<file path="config.mk">
export PLATFORM = sky130hd
export DESIGN_NAME = wb_regfile
export DESIGN_NICKNAME = d
export VERILOG_FILES = /design/src/rtl/wb_regfile.sv
export SDC_FILE = /design/constraint.sdc
export NUM_CORES = 2
export LEC_CHECK = 0
export BUFFER_PORTS_ARGS = -buffer_cell sky130_fd_sc_hd__clkbuf_2
export CAP_MARGIN = 30
export CORE_MARGIN = 5
export CORE_UTILIZATION = 46
export CTS_CLUSTER_DIAMETER = 100
export DETAILED_ROUTE_END_ITERATION = 12
export MAX_ROUTING_LAYER = met4
export PLACE_DENSITY = 0.71
export REMOVE_ABC_BUFFERS = 1
export SLEW_MARGIN = 25
export SYNTH_ARGS = -nofsm -noshare
export SYNTH_HDL_FRONTEND = slang
export SYNTH_SLANG_ARGS = --single-unit
</file>
<file path="constraint.sdc">
create_clock -name clk -period 94.8 [get_ports clk]
set_input_delay 0 -clock clk [delete_from_list [all_inputs] [get_ports clk]]
set_output_delay 0 -clock clk [all_outputs]
set_load 0.01 [all_outputs]
</file>
<file path="src/rtl/wb_regfile.sv">
// rtl/wb_regfile.sv - writeback result select, 32-entry register file with same-cycle bypass, commit counter
// x0 is never stored; decode reads see the value being committed this cycle through the bypass.
module wb_regfile #(
  parameter int XLEN = 32,
  parameter int NREG = 32,
  localparam int AW = $clog2(NREG)
) (
  input  logic            clk,
  input  logic            reset,
  input  logic            RegWriteW,
  input  logic            MemWriteW,
  input  logic [1:0]      ResultSrcW,
  input  logic [AW-1:0]   RdW,
  input  logic [XLEN-1:0] ALUResultW,
  input  logic [XLEN-1:0] ReadDataW,
  input  logic [XLEN-1:0] PCPlus4W,
  input  logic [AW-1:0]   A1,
  input  logic [AW-1:0]   A2,
  output logic [XLEN-1:0] RD1,
  output logic [XLEN-1:0] RD2,
  output logic [XLEN-1:0] ResultW,
  output logic [31:0]     WriteCount
);

  logic [XLEN-1:0] regs [NREG];
  logic [31:0]     writeCnt;
  logic            commit;
  logic            unusedMemWrite;

  // Stores are handled in the memory stage; nothing here depends on them.
  assign unusedMemWrite = MemWriteW;

  always_comb begin
    ResultW = ALUResultW;
    unique case (ResultSrcW)
      2'b01:   ResultW = ReadDataW;
      2'b10:   ResultW = PCPlus4W;
      default: ResultW = ALUResultW;
    endcase
  end

  assign commit = RegWriteW && (RdW != '0);

  always_ff @(posedge clk or posedge reset) begin
    if (reset) begin
      for (int i = 0; i < NREG; i++) regs[i] <= '0;
      writeCnt <= '0;
    end else if (commit) begin
      regs[RdW] <= ResultW;
      writeCnt  <= writeCnt + 32'd1;
    end
  end

  always_comb begin
    RD1 = '0;
    RD2 = '0;
    if (A1 != '0) RD1 = (commit && (A1 == RdW)) ? ResultW : regs[A1];
    if (A2 != '0) RD2 = (commit && (A2 == RdW)) ? ResultW : regs[A2];
  end

  assign WriteCount = writeCnt;

endmodule

</file>
---- Word-level counts from Yosys, hierarchy flattened ----
Cells that the tools add are included.
storage, ports and cells
  word-level logic and storage cells ...... 66
  register bits after elaboration ......... 1,056
  bits of input ports ..................... 117
  output and inout bits ................... 128
operators by class
  reductions and logical operators ........ 7
  multiplexer cells ....................... 14
  bitwise gates (word level) .............. 3
  equal/unequal tests ..................... 4
  magnitude comparators ................... 4
  add/subtract/negate cells ............... 1
operators by type and width
  cell                     count
  $bwmux W1024             1
  $bmux W32 S5             2
  $mux W32                 9
  $demux W32 S5            1
  $pmux W32 S2             1
  $add A32 B1 Y32 const B  1
  $ge A6 B6 Y1 const B     3
  $not A5 Y6               3
  $reduce_bool A5 Y1       3
  $eq A5 B5 Y1             2
  $lt A6 B1 Y1 const B     1
  $logic_and A1 B1 Y1      4
  $eq A2 B1 Y1 const B     1
  $eq A2 B2 Y1 const B     1

---- Logic depth before layout (Yosys ltp) ----
  depth after elaboration ................. 6
  gate-level depth with buffers ........... 10
  gate-level depth less buffers ........... 7

---- Worst setup path before layout ----
Ideal clock, no wire load.
  kind .................................... reg-to-reg
  start point ............................. register writeCnt[7] (netlist: WriteCount[7])
  end point ............................... register writeCnt[27] (netlist: WriteCount[27])
  library setup time ...................... 0.079 ns
  cell stages (with the launch flop) ...... 6
  period minus slack after synthesis ...... 1.779 ns
  data arrival time ....................... 1.700 ns
  path slack .............................. 93.021 ns
  path buffers ............................ 0
  cell sequence ........................... dfrtp_1 -> nand4_1 -> nor4_1 -> nand4_1 -> nor4_1 -> xor2_1
between the ends
  word-level cells in the longest chain between the ends .. 1
RTL lines
  item                    line  RTL
  start, declared         26    logic [31:0] writeCnt;
  start signal, assigned  50    writeCnt <= writeCnt + 32'd1;
  $add A32 B1 Y32         50
No other way between the ends.
A chain may end at the register's enable or synchronous reset.

==> qor.txt <==
vias: 42,883
Worst EP required: 95.51 ns
last element of the critical path: regs[557]
peak supply drop: 0.00001528 V
Final Hold Violating Endpoints: 0
reg2reg start: WriteCount[7]
worst r2r dst: WriteCount[27]
clock buffer depth: 3
Final GP Congestion: 0.8353
via/cell ratio: 6.337
Worst Skew: 0.005090 ns
Post-Synth XOR/XNOR Area: 0.6785%
CP startpoint kind: primary input
initial antenna violation count: 1
Pwr Total: 1.283 mW
unrepaired setup endpoints after global routing: no
Ys Warns: 0
max_cap viols: 0
first-pass GRT wire length: 268,700 µm
max-slew violations: 0
largest family of logic cells by synthesized area: multiplexers
Setup-failing EPs final: 0
syn_area_per_cell: 10.99 µm²
power density over the cells: 20.68 nW/µm²
Initial Util: 46.36%
clk slew on worst S/H paths: 0.06 ns
Highest Clock Rate: 231.7 MHz
die height: 357.9 µm
crit-path max FO: 93
share of cells above drive strength 1: 22.14%
Inst Count DP: 6,512
Area growth syn-to-layout: 11.45%
P_leak: 26.97 nW
Synth Area in Compound Gates: 14.82%
top-area cell type share of the netlist area: 47.45%
Hold WC Path Type: primary input to flip-flop
root buf cell: clkbuf_16
crit path from: reset
Post-Syn Area: 55,690 µm²
final std cells w/o fill: 6,767
final setup TNS: 0 ns
detailed placement HPWL: 102,700 µm
row cnt: 127
Top Ports: 245
post-synthesis register bit count: 1,056
PnR worst setup slack: 90.48 ns
clock latency at the later pin of the worst-skew pair: 0.69 ns
Hold WS: 0.03461 ns
FFs w/ async S/R, synth: 100.0%
Synth Instances: 5,068
CTS tree: yes
worst r2r path cells: 5
sequential area share after synthesis: 47.45%
pin count of the biggest net entering global routing: 184
Distinct cells, synth: 77
post-route clock period utilization: 4.553%
H-tree Lvls: 3
Arr. time, crit path: 5.03 ns
fraction of the mapped netlist area in simple logic gates: 9.572%
EDFF count, synth: 0
Die X: 357.9 µm
vias in the first global route: 42,576
reg-to-reg setup timing slack: 92.72 ns
TritonRoute pass-1 iters: 7
top cells by area, synth: dfrtp_1 47%, mux4_2 19%, o21ai_0 8.9%
DRC: 0
Routed WL: 178,600 µm
mux contribution to synthesized area: 22.16%
Setup Crit Path Kind: primary input to async pin
pre-CTS setup slack: 90.68 ns
GR Util All Layers: 28.56%
DRT antenna net count: 0
die area: 128,100 µm²
Final #Nets: 5,184
Primary FF master, synth: dfrtp_1
post-layout minimum cycle time: 4.316 ns
GRT overflow: 0
Post-Synth Adder-Cell Area: 0.06741%
Rel. slew slack: 31.03%
Sink Count: 1,056
violation count after the first detailed-route iteration: 5,680
Core ar.: 120,100 µm²
outcome: finished, final reports clean
Synth area leader: dfrtp_1
detailed-route wire length per cell: 26.40 µm
CTS buffer count: 109
Port Buffer Count: 243
measured slew at the worst slew-check pin: 1.034 ns
crit end category: async pin
-- routing by layer --
metal  GRT usage, %  share of wire [%]  up-vias
met4          11.22                4.5        0
met5              -                  0        -
met3          5.315                9.7      466
met2          44.35                 47     2294
li1               -                  -    18426
met1          37.66                 39    21697
-- synthesized netlist by cell type, types with 28 or more instances --
library cell and instances:
nand2_1 1115, dfrtp_1 1056, o21ai_0 987, mux4_2 476
clkbuf_1 387, mux2i_1 148, a22oi_1 94, a21oi_1 73
buf_2 68, nor2_1 57, inv_1 51, a221oi_1 48
a211oi_1 42, buf_4 31, nand3_1 28
-- where the power goes --
part	switching, mW	internal [mW]	total, mW
Clock	0.188	0.265	0.452
Sequential	0.0574	0.525	0.583
Combinational	0.130	0.119	0.248
Total	0.375	0.909	1.28
-- through the flow --
step	utilization [%]	cell area, µm²
finish	51.66	62060
global placement	47.89	57530
floorplan	-	52970
CTS	51.53	61900
detailed placement	48.00	57670
global route	51.66	62060
-- state kept, by name, summed over array words and instances, names as in the netlist --
signal / flops
WriteCount: 32
regs: 1024
-- worst max-delay path, cell delays in order --
cell	delay, ns
dlygate4sd3_1	0.53
dlygate4sd3_1	0.55
clkbuf_2	0.14
inv_8	0.23
buf_16	0.41
buf_4	0.71
buf_4	0.65
buf_4	0.76
buf_4	0.80
-- final cells by class --
cell class	count	area (µm²)
Sequential cell	1056	26430
Clock buffer	151	3146
Antenna cell	1	2.502
Clock inverter	50	633.1
Timing Repair Buffer	426	2979
Inverter	54	210.2
Multi-Input combinational cell	3417	26650
Fill cell	10348	58070
Tap cell	1612	2017
-- timing repair --
action | in CTS | in global routing
hold endpoints to repair | 1077 | 34
hold buffers | 46 | 1
gates resized for setup | 0 | 0
buffers inserted | 0 | 0
-- kinds of logic (layout without fill, tap and decap cells) --
group | count (synthesis) | count (layout)
AO/OA/AOI/OAI | 1422 | 1422
buffers and inverters | 595 | 681
AND/OR/NAND/NOR | 1320 | 1320
XOR/XNOR | 41 | 41
flip-flops | 1056 | 1056
multiplexers | 631 | 631
adder cells (fa/ha/maj) | 3 | 3
other | 0 | 1
-- cell usage in the layout (no fill, tap or decap), types with 54 or more instances in the layout --
| cell type | synthesis | routed |
|---|---|---|
| a22oi_1 | 94 | 94 |
| clkbuf_16 | 0 | 109 |
| o21ai_0 | 987 | 987 |
| nand2_1 | 1115 | 1091 |
| dfrtp_1 | 1056 | 1056 |
| clkbuf_2 | 0 | 234 |
| nor2_1 | 57 | 54 |
| mux4_2 | 476 | 476 |
| mux2i_1 | 148 | 148 |
| buf_4 | 31 | 122 |
-- worst min-delay path by stage --
stage	from	end	depth (start not counted)
2_1_floorplan	A2[3]	RD2[1]	2
3_3_place_gp	reset	regs[247]	2
3_5_place_dp	reset	regs[183]	2
4_1_cts	PCPlus4W[27]	regs[763]	6
5_1_grt	PCPlus4W[11]	regs[747]	6
6_report	PCPlus4W[22]	regs[246]	6
Note: power is estimated with default switching activity, not from simulation.
